--- src/rtl/qsys_pio26_sequencer_pkg.sv ---
// Shared definitions for the PIO shield blocks: register map, bit positions,
// sequencer state encoding and the 26-bit pin lane packing helpers.
package qsys_pio26_pkg;

   localparam logic [4:0] REG_CTRL     = 5'd0;
   localparam logic [4:0] REG_STATUS   = 5'd1;
   localparam logic [4:0] REG_DIV      = 5'd2;
   localparam logic [4:0] REG_LEN      = 5'd3;
   localparam logic [4:0] REG_OE       = 5'd4;
   localparam logic [4:0] REG_CAPTURE  = 5'd5;
   localparam logic [4:0] REG_MASK     = 5'd6;
   localparam logic [4:0] REG_VALUE    = 5'd7;
   localparam logic [4:0] REG_IDX      = 5'd8;
   localparam logic [4:0] REG_DIRECT   = 5'd9;

   localparam int CTRL_START  = 0;
   localparam int CTRL_STOP   = 1;
   localparam int CTRL_LOOP   = 2;
   localparam int CTRL_IRQ_EN = 3;

   localparam int STAT_BUSY  = 0;
   localparam int STAT_DONE  = 1;
   localparam int STAT_MATCH = 2;

   typedef enum logic [0:0] {
      ST_IDLE = 1'b0,
      ST_RUN  = 1'b1
   } seq_state_e;

   function automatic logic [31:0] pack26(input logic [25:0] d);
      return {4'b0000, d[25:22], d[21:14], d[13:6], 2'b00, d[5:0]};
   endfunction

   function automatic logic [25:0] unpack26(input logic [31:0] w);
      return {w[27:24], w[23:16], w[15:8], w[5:0]};
   endfunction

   // Each byte lane owns one slice of the 26-bit pin word.
   function automatic logic [25:0] be_merge26(input logic [25:0] old,
                                              input logic [31:0] w,
                                              input logic [3:0]  be);
      return {be[3] ? w[27:24] : old[25:22],
              be[2] ? w[23:16] : old[21:14],
              be[1] ? w[15:8]  : old[13:6],
              be[0] ? w[5:0]   : old[5:0]};
   endfunction

endpackage

--- src/rtl/qsys_pio26_sequencer_if.sv ---
// Avalon-MM slave bus of the pattern sequencer.
interface qsys_pio26_sequencer_if;
   logic [4:0]  address;
   logic [31:0] writedata;
   logic [31:0] readdata;
   logic [3:0]  byteenable;
   logic        write;
   logic        read;
   logic        waitrequest;

   modport master (output address, writedata, byteenable, write, read,
                   input  readdata, waitrequest);
   modport slave  (input  address, writedata, byteenable, write, read,
                   output readdata, waitrequest);
endinterface

--- src/rtl/pio26_step_timer.sv ---
// Step-rate down-counter: load restarts the step, boundary flags the last
// clock of the current step while enabled.
module pio26_step_timer #(
   parameter int DIV_W = 16
) (
   input  logic             clk_i,
   input  logic             rst_i,
   input  logic             load_i,
   input  logic [DIV_W-1:0] load_val_i,
   input  logic             en_i,
   output logic             boundary_o
);

   logic [DIV_W-1:0] cnt_q, cnt_d;

   assign boundary_o = en_i && (cnt_q == '0);

   // Next count: load wins, otherwise decrement until zero.
   always_comb begin
      cnt_d = cnt_q;
      if (load_i) begin
         cnt_d = load_val_i;
      end else if (en_i && (cnt_q != '0)) begin
         cnt_d = cnt_q - DIV_W'(1'b1);
      end else begin
         cnt_d = cnt_q;
      end
   end

   // Counter register.
   always_ff @(posedge clk_i or posedge rst_i) begin
      if (rst_i) cnt_q <= '0;
      else       cnt_q <= cnt_d;
   end

endmodule

--- src/rtl/qsys_pio26_sequencer.sv ---
// Avalon-MM pattern sequencer: plays programmed 26-bit words onto the shield
// pins at a programmable step rate, with input-match abort and interrupt.
module qsys_pio26_sequencer
   import qsys_pio26_pkg::*;
#(
   parameter int DEPTH = 16,
   parameter int DIV_W = 16
) (
   input  logic                   csi_MCLK_clk,
   input  logic                   rsi_MRST_reset,
   qsys_pio26_sequencer_if.slave  avs_seq,
   output logic                   ins_INTRQ_irq,
   input  logic [25:0]            coe_input,
   output logic [25:0]            coe_output,
   output logic [25:0]            coe_en
);

   localparam int LW = (DEPTH > 1) ? $clog2(DEPTH) : 1;

   seq_state_e       state_q, state_d;
   logic [LW-1:0]    idx_q, idx_d, len_q, len_d, idx_nx_s, pat_idx_s;
   logic [DIV_W-1:0] div_q, div_d;
   logic [25:0]      out_q, out_d, oe_q, oe_d, cap_q, cap_d;
   logic [25:0]      mask_q, mask_d, val_q, val_d;
   logic [25:0]      mem_q [DEPTH];
   logic [25:0]      mem_d [DEPTH];
   logic             loop_q, loop_d, irqen_q, irqen_d;
   logic             done_q, done_d, match_q, match_d, irq_q, irq_d;
   logic             wr_s, ctrl_wr_s, stat_wr_s, pat_hit_s, start_s, stop_s;
   logic             load_s, boundary_s;

   assign wr_s      = avs_seq.write;
   assign ctrl_wr_s = wr_s && (avs_seq.address == REG_CTRL) && avs_seq.byteenable[0];
   assign stat_wr_s = wr_s && (avs_seq.address == REG_STATUS) && avs_seq.byteenable[0];
   assign start_s   = ctrl_wr_s && avs_seq.writedata[CTRL_START];
   assign stop_s    = ctrl_wr_s && avs_seq.writedata[CTRL_STOP];
   assign pat_hit_s = avs_seq.address[4] && ({1'b0, avs_seq.address[3:0]} < 5'(DEPTH));
   assign pat_idx_s = LW'(avs_seq.address[3:0]);
   assign idx_nx_s  = idx_q + LW'(1'b1);

   pio26_step_timer #(.DIV_W(DIV_W)) u_timer (
      .clk_i      (csi_MCLK_clk),
      .rst_i      (rsi_MRST_reset),
      .load_i     (load_s),
      .load_val_i (div_q),
      .en_i       (state_q == ST_RUN),
      .boundary_o (boundary_s)
   );

   // Register writes, flag clears and the step sequencer; hardware flag sets come last so they beat W1C.
   always_comb begin
      state_d = state_q;
      idx_d   = idx_q;
      cap_d   = cap_q;
      load_s  = 1'b0;
      loop_d  = ctrl_wr_s ? avs_seq.writedata[CTRL_LOOP]   : loop_q;
      irqen_d = ctrl_wr_s ? avs_seq.writedata[CTRL_IRQ_EN] : irqen_q;
      done_d  = (stat_wr_s && avs_seq.writedata[STAT_DONE])  ? 1'b0 : done_q;
      match_d = (stat_wr_s && avs_seq.writedata[STAT_MATCH]) ? 1'b0 : match_q;
      div_d   = (wr_s && avs_seq.address == REG_DIV && avs_seq.byteenable != 4'b0000)
                ? avs_seq.writedata[DIV_W-1:0] : div_q;
      len_d   = (wr_s && avs_seq.address == REG_LEN && avs_seq.byteenable[0])
                ? avs_seq.writedata[LW-1:0] : len_q;
      oe_d    = (wr_s && avs_seq.address == REG_OE)
                ? be_merge26(oe_q, avs_seq.writedata, avs_seq.byteenable) : oe_q;
      mask_d  = (wr_s && avs_seq.address == REG_MASK)
                ? be_merge26(mask_q, avs_seq.writedata, avs_seq.byteenable) : mask_q;
      val_d   = (wr_s && avs_seq.address == REG_VALUE)
                ? be_merge26(val_q, avs_seq.writedata, avs_seq.byteenable) : val_q;
      out_d   = (wr_s && avs_seq.address == REG_DIRECT && state_q == ST_IDLE)
                ? be_merge26(out_q, avs_seq.writedata, avs_seq.byteenable) : out_q;
      for (int i = 0; i < DEPTH; i++) begin
         mem_d[i] = (wr_s && pat_hit_s && pat_idx_s == LW'(i))
                    ? be_merge26(mem_q[i], avs_seq.writedata, avs_seq.byteenable) : mem_q[i];
      end

      case (state_q)
         ST_IDLE: begin
            if (start_s && !stop_s) begin
               state_d = ST_RUN;
               idx_d   = '0;
               out_d   = mem_q[0];
               load_s  = 1'b1;
            end else begin
               state_d = ST_IDLE;
            end
         end
         ST_RUN: begin
            if (stop_s) begin
               state_d = ST_IDLE;
            end else if (start_s) begin
               idx_d  = '0;
               out_d  = mem_q[0];
               load_s = 1'b1;
            end else if (boundary_s) begin
               cap_d = coe_input;
               if ((mask_q != 26'd0) && (((coe_input ^ val_q) & mask_q) == 26'd0)) begin
                  match_d = 1'b1;
                  state_d = ST_IDLE;
               end else if (idx_q < len_q) begin
                  idx_d  = idx_nx_s;
                  out_d  = mem_q[idx_nx_s];
                  load_s = 1'b1;
               end else if (loop_q) begin
                  idx_d  = '0;
                  out_d  = mem_q[0];
                  load_s = 1'b1;
               end else begin
                  done_d  = 1'b1;
                  state_d = ST_IDLE;
               end
            end else begin
               state_d = ST_RUN;
            end
         end
         default: state_d = ST_IDLE;
      endcase

      irq_d = irqen_q & (done_q | match_q);
   end

   // All architectural state; the pins come straight from these registers.
   always_ff @(posedge csi_MCLK_clk or posedge rsi_MRST_reset) begin
      if (rsi_MRST_reset) begin
         state_q <= ST_IDLE;
         idx_q   <= '0;
         len_q   <= '0;
         div_q   <= '0;
         out_q   <= 26'd0;
         oe_q    <= 26'd0;
         cap_q   <= 26'd0;
         mask_q  <= 26'd0;
         val_q   <= 26'd0;
         loop_q  <= 1'b0;
         irqen_q <= 1'b0;
         done_q  <= 1'b0;
         match_q <= 1'b0;
         irq_q   <= 1'b0;
         for (int i = 0; i < DEPTH; i++) mem_q[i] <= 26'd0;
      end else begin
         state_q <= state_d;
         idx_q   <= idx_d;
         len_q   <= len_d;
         div_q   <= div_d;
         out_q   <= out_d;
         oe_q    <= oe_d;
         cap_q   <= cap_d;
         mask_q  <= mask_d;
         val_q   <= val_d;
         loop_q  <= loop_d;
         irqen_q <= irqen_d;
         done_q  <= done_d;
         match_q <= match_d;
         irq_q   <= irq_d;
         for (int i = 0; i < DEPTH; i++) mem_q[i] <= mem_d[i];
      end
   end

   // Zero-latency read mux; unused bits and reserved offsets read as zero.
   always_comb begin
      avs_seq.readdata = 32'd0;
      if (avs_seq.read) begin
         case (avs_seq.address)
            REG_CTRL:    avs_seq.readdata = {28'd0, irqen_q, loop_q, 2'b00};
            REG_STATUS:  avs_seq.readdata = {29'd0, match_q, done_q, state_q == ST_RUN};
            REG_DIV:     avs_seq.readdata = 32'(div_q);
            REG_LEN:     avs_seq.readdata = 32'(len_q);
            REG_OE:      avs_seq.readdata = pack26(oe_q);
            REG_CAPTURE: avs_seq.readdata = pack26(cap_q);
            REG_MASK:    avs_seq.readdata = pack26(mask_q);
            REG_VALUE:   avs_seq.readdata = pack26(val_q);
            REG_IDX:     avs_seq.readdata = 32'(idx_q);
            REG_DIRECT:  avs_seq.readdata = pack26(out_q);
            default:     avs_seq.readdata = pat_hit_s ? pack26(mem_q[pat_idx_s]) : 32'd0;
         endcase
      end else begin
         avs_seq.readdata = 32'd0;
      end
   end

   assign avs_seq.waitrequest = 1'b0;
   assign ins_INTRQ_irq       = irq_q;
   assign coe_output          = out_q;
   assign coe_en              = oe_q;

endmodule
--- src/flat_wrapper.sv ---
// flat-port wrapper written by rule: the top's interface ports become plain ports
module qsys_pio26_sequencer_flat import qsys_pio26_pkg::*;
#(
   parameter int DEPTH = 16,
   parameter int DIV_W = 16
)
  (csi_MCLK_clk, rsi_MRST_reset, ins_INTRQ_irq, coe_input, coe_output, coe_en, avs_seq_address, avs_seq_writedata, avs_seq_byteenable, avs_seq_write, avs_seq_read, avs_seq_readdata, avs_seq_waitrequest);
  qsys_pio26_sequencer_if avs_seq_i ();
  input  logic csi_MCLK_clk;
  input  logic rsi_MRST_reset;
  output logic ins_INTRQ_irq;
  input  logic [25:0] coe_input;
  output logic [25:0] coe_output;
  output logic [25:0] coe_en;
  input wire logic [$bits(avs_seq_i.address)-1:0] avs_seq_address;
  input wire logic [$bits(avs_seq_i.writedata)-1:0] avs_seq_writedata;
  input wire logic [$bits(avs_seq_i.byteenable)-1:0] avs_seq_byteenable;
  input wire logic [$bits(avs_seq_i.write)-1:0] avs_seq_write;
  input wire logic [$bits(avs_seq_i.read)-1:0] avs_seq_read;
  output wire logic [$bits(avs_seq_i.readdata)-1:0] avs_seq_readdata;
  output wire logic [$bits(avs_seq_i.waitrequest)-1:0] avs_seq_waitrequest;
  assign avs_seq_i.address = avs_seq_address;
  assign avs_seq_i.writedata = avs_seq_writedata;
  assign avs_seq_i.byteenable = avs_seq_byteenable;
  assign avs_seq_i.write = avs_seq_write;
  assign avs_seq_i.read = avs_seq_read;
  assign avs_seq_readdata = avs_seq_i.readdata;
  assign avs_seq_waitrequest = avs_seq_i.waitrequest;
  qsys_pio26_sequencer #(.DEPTH(DEPTH), .DIV_W(DIV_W)) u_core (.csi_MCLK_clk(csi_MCLK_clk), .rsi_MRST_reset(rsi_MRST_reset), .avs_seq(avs_seq_i), .ins_INTRQ_irq(ins_INTRQ_irq), .coe_input(coe_input), .coe_output(coe_output), .coe_en(coe_en));
endmodule
--- config.mk ---
export PLATFORM = sky130hd
export DESIGN_NAME = qsys_pio26_sequencer_flat
export DESIGN_NICKNAME = d
export VERILOG_FILES = /design/src/rtl/qsys_pio26_sequencer_pkg.sv /design/src/rtl/qsys_pio26_sequencer_if.sv /design/src/rtl/pio26_step_timer.sv /design/src/rtl/qsys_pio26_sequencer.sv /design/src/flat_wrapper.sv
export SDC_FILE = /design/constraint.sdc
export NUM_CORES = 2
export LEC_CHECK = 0
export CAP_MARGIN = 5
export CORE_ASPECT_RATIO = 1.4
export CORE_UTILIZATION = 59
export DETAILED_ROUTE_END_ITERATION = 16
export PLACE_DENSITY = 0.88
export SYNTH_ARGS = -nofsm -noshare
export SYNTH_HDL_FRONTEND = slang
export SYNTH_SLANG_ARGS = --single-unit
--- constraint.sdc ---
create_clock -name csi_MCLK_clk -period 24.9 [get_ports csi_MCLK_clk]
set_input_delay 2.49 -clock csi_MCLK_clk [delete_from_list [all_inputs] [get_ports csi_MCLK_clk]]
set_output_delay 2.49 -clock csi_MCLK_clk [all_outputs]
set_load 0.01 [all_outputs]
==> out/qor.csv <==
stage,metric,value,unit
status,outcome,finished clean,
clocking,Post-CTS Hold Fix Bufs,0,
timing,Worst Max-Slew Pin Slew,1.32,ns
timing,Highest Clock Rate,107,MHz
logic_synthesis,sequential area share after synthesis,47.7,%
power,peak supply drop,59.2,uV
clocking,Post-CTS Setup Bufs,0,
cells_and_area,layout cells sized above 1,40.6,%
power,Comb power frac,16.6,%
detailed_routing,vias per cell,7.58,
logic_synthesis,Yosys reg bits,592,
logic_synthesis,post-synthesis cell type count,54,
floorplan,site row count,99,
logic_synthesis,top post-synthesis cells by area,"dfrtp_1 (48%), mux2_2 (19%), mux4_2 (19%)",
detailed_routing,drt first pass iters,8,
timing,post-route clock period utilization,37.7,%
clocking,Num CTS Buffers,55,
power,Sw Share,27.1,%
logic_synthesis,synthesized area,31000,um2
critical_path,Crit. End Element,output pin,
timing,RSZ-0062 raised after global routing,false,
clocking,worst skew pair latency,0.63,ns
clocking,H-tree depth,2,
detailed_routing,Via Count,22200,
logic_synthesis,Avg Synthesized Cell Area,14.3,um2
critical_path,crit-path max FO,37,
timing,final hold vios,0,
clocking,Post-CTS Resized,0,
critical_path,WP data required,22.41,ns
timing,Worst Clk Skew,0.0181,ns
cells_and_area,final net count,2301,
power,"Power, Total",0.00259,W
critical_path,Setup crit start kind,primary input,
job,max-cap violation count,0,
cells_and_area,"commonest cells after routing, fill and taps aside","dfrtp_1 (591), mux2_2 (516), mux4_2 (256)",
floorplan,IO Pins,157,
power,leak pwr,15.3,nW
detailed_routing,Iter 0 DRT Violations,3104,
timing,min Tclk post-route,9.38,ns
timing,Final setup viols,0,
global_routing,initial antenna violation count,4,
clocking,Clock Tree Root,clkbuf_16,
logic_synthesis,Synth top area share,47.7,%
timing,Rel. slew slack,11.7,%
hold_path,HP Class,flip-flop to flip-flop,
power,clock share of power,36.5,%
detailed_routing,DRT Wirelength,97.5,mm
placed_design,gp weighted congestion,0.944,
power,Int Pwr,0.00189,W
global_routing,global route total overflow,0,
detailed_routing,drt drc,0,
floorplan,Die Y,273,um
power,Seq pwr share,46.8,%
floorplan,Initial Util,59.7,%
logic_synthesis,Synthesis Warnings,0,
power,Power Dens Cells,74.1,nW/um2
floorplan,Die W,196,um
global_routing,largest net degree at the start of global routing,162,
cells_and_area,Syn-to-layout area delta,12.6,%
logic_synthesis,Most used DFF post-synth,dfrtp_1,
clocking,Clock Sinks,592,
timing,Final Max Tran Viols,0,
detailed_routing,antenna-violating nets left,0,
placed_design,port bufs,147,
floorplan,core area,52000,um2
clocking,clock buffer depth,3,
logic_synthesis,cell count after synthesis,2167,
global_routing,GRT Util Overall,37.2,%
power,Psw,0.000702,W
floorplan,Die Area,53600,um2
logic_synthesis,"area leader, netlist",dfrtp_1,
clocking,CTS tree,done,
cells_and_area,Layout fillers,3291,
clocking,clock transition at the registers of the reported paths,0.07,ns
timing,Final TNS setup,0,ns
logic_synthesis,ys async rst share,100,%
critical_path,CP arrival,6.89,ns
logic_synthesis,Post-synth EDFFs,0,
placed_design,HPWL Detailed,61.2,mm
global_routing,vias in the first global route,23400,
cells_and_area,"commonest non-fill, non-tap cell in the layout",dfrtp_1,
global_routing,global-route wire length before repair,147,mm
critical_path,crit path kind,primary input to output pin,
detailed_routing,wire per inst,33.4,um
stage by stage:
stage	cell area, um2	util [%]	hold slack [ns]	setup slack [ns]	instances
floorplan	31100	-	0.459	5.84	2171
global placement	33000	63.4	0.469	15.99	2823
detailed placement	33000	63.4	0.477	16.01	2823
CTS	35000	67.2	0.492	15.95	2923
global route	35000	67.2	0.515	15.57	2924
finish	35000	67.2	0.490	15.52	2924
cell type report:
cell class / count / area (um2) / area share, %
Sequential cell: 592 / 14800 / 42.4
Clock buffer: 74 / 1530 / 4.37
Tap cell: 656 / 821 / 2.35
Antenna cell: 1 / 2.50 / 0.00716
Clock inverter: 26 / 467 / 1.34
Multi-Input combinational cell: 1373 / 15500 / 44.4
Inverter: 21 / 86.3 / 0.247
Timing Repair Buffer: 181 / 1720 / 4.93
critical path, cell delays in order:
cell	delay (ns)
buf_2	0.08
buf_4	0.68
nor2b_1	0.58
nand2b_1	0.36
nor2_2	0.71
buf_4	0.43
a22oi_1	0.11
a41oi_1	0.74
clkdlybuf4s50_1	0.68
power groups by stage:
stage	sequential, W	clock [W]	combinational (W)
2_1_floorplan	0.00118	0	0.000291
3_3_place_gp	0.00120	0	0.000401
3_5_place_dp	0.00122	0	0.000418
4_1_cts	0.00120	0.000942	0.000425
5_1_grt	0.00122	0.000981	0.000454
6_report	0.00121	0.000946	0.000431
Yosys cell counts, drive strengths merged (5+ instances only):
master / count
a41oi: 10
nand4: 7
nand2b: 6
a22oi: 55
nand3: 39
mux4: 256
a22o: 5
buf: 47
a31oi: 17
nand2: 132
a222oi: 14
o21ai: 31
mux2: 527
dfrtp: 592
nor3: 16
and3: 10
o211a: 22
clkbuf: 138
nor2b: 8
inv: 20
mux2i: 27
or3: 23
a221oi: 7
o22ai: 5
nor4: 15
nor2: 30
xor2: 37
ha: 6
a21oi: 20
logic make-up (layout without fill, tap and decap cells):
group	after synthesis	in the layout	synth area share, %
xor gates and xnor gates	41	41	1.16
buffers and inverters	206	302	2.66
adders and majority gates	6	6	0.242
and+or+nand+nor	299	299	4.58
AOI/OAI and AO/OA	212	212	5.08
muxes	810	810	38.6
other	1	6	0.0121
DFF	592	592	47.7
state kept, by name, summed over array words and instances (netlist names), 4 cells and up:
signal,cells
u_core.idx_q,4
u_core.cap_q,26
u_core.mem_q,416
u_core.coe_output,26
u_core.len_q,4
u_core.coe_en,26
u_core.u_timer.cnt_q,16
u_core.div_q,16
u_core.val_q,26
u_core.mask_q,26
path summary, 6_finish.rpt:
path | startpoint | endpoint | slack [ns] | cells past startpoint
max | avs_seq_address[2] | avs_seq_readdata[10] | 15.52 | 9
min | u_core.cap_q[13]$_DFFE_PP0P_ | u_core.cap_q[13]$_DFFE_PP0P_ | 0.49 | 1
max reg2reg | u_core.idx_q[0]$_DFFE_PP0P_ | u_core.coe_output[20]$_DFF_PP0_ | 20.58 | 7
min reg2reg | u_core.cap_q[13]$_DFFE_PP0P_ | u_core.cap_q[13]$_DFFE_PP0P_ | 0.49 | 1
max in group asynchronous | rsi_MRST_reset | u_core.mem_q[178]$_DFFE_PP0P_ | 19.02 | 5
min in group asynchronous | rsi_MRST_reset | u_core.mem_q[347]$_DFFE_PP0P_ | 2.47 | 2
per-layer routing:
metal | up-vias | GRT usage, % | routed length, um
met3 | 561 | 11.2 | 11100
met2 | 1771 | 57.3 | 45500
met1 | 11300 | 44.5 | 32600
met5 | - | 0 | 37
li1 | 8480 | - | -
met4 | 6 | 27.6 | 8320
No activity file was read; power rests on OpenSTA's default activity.
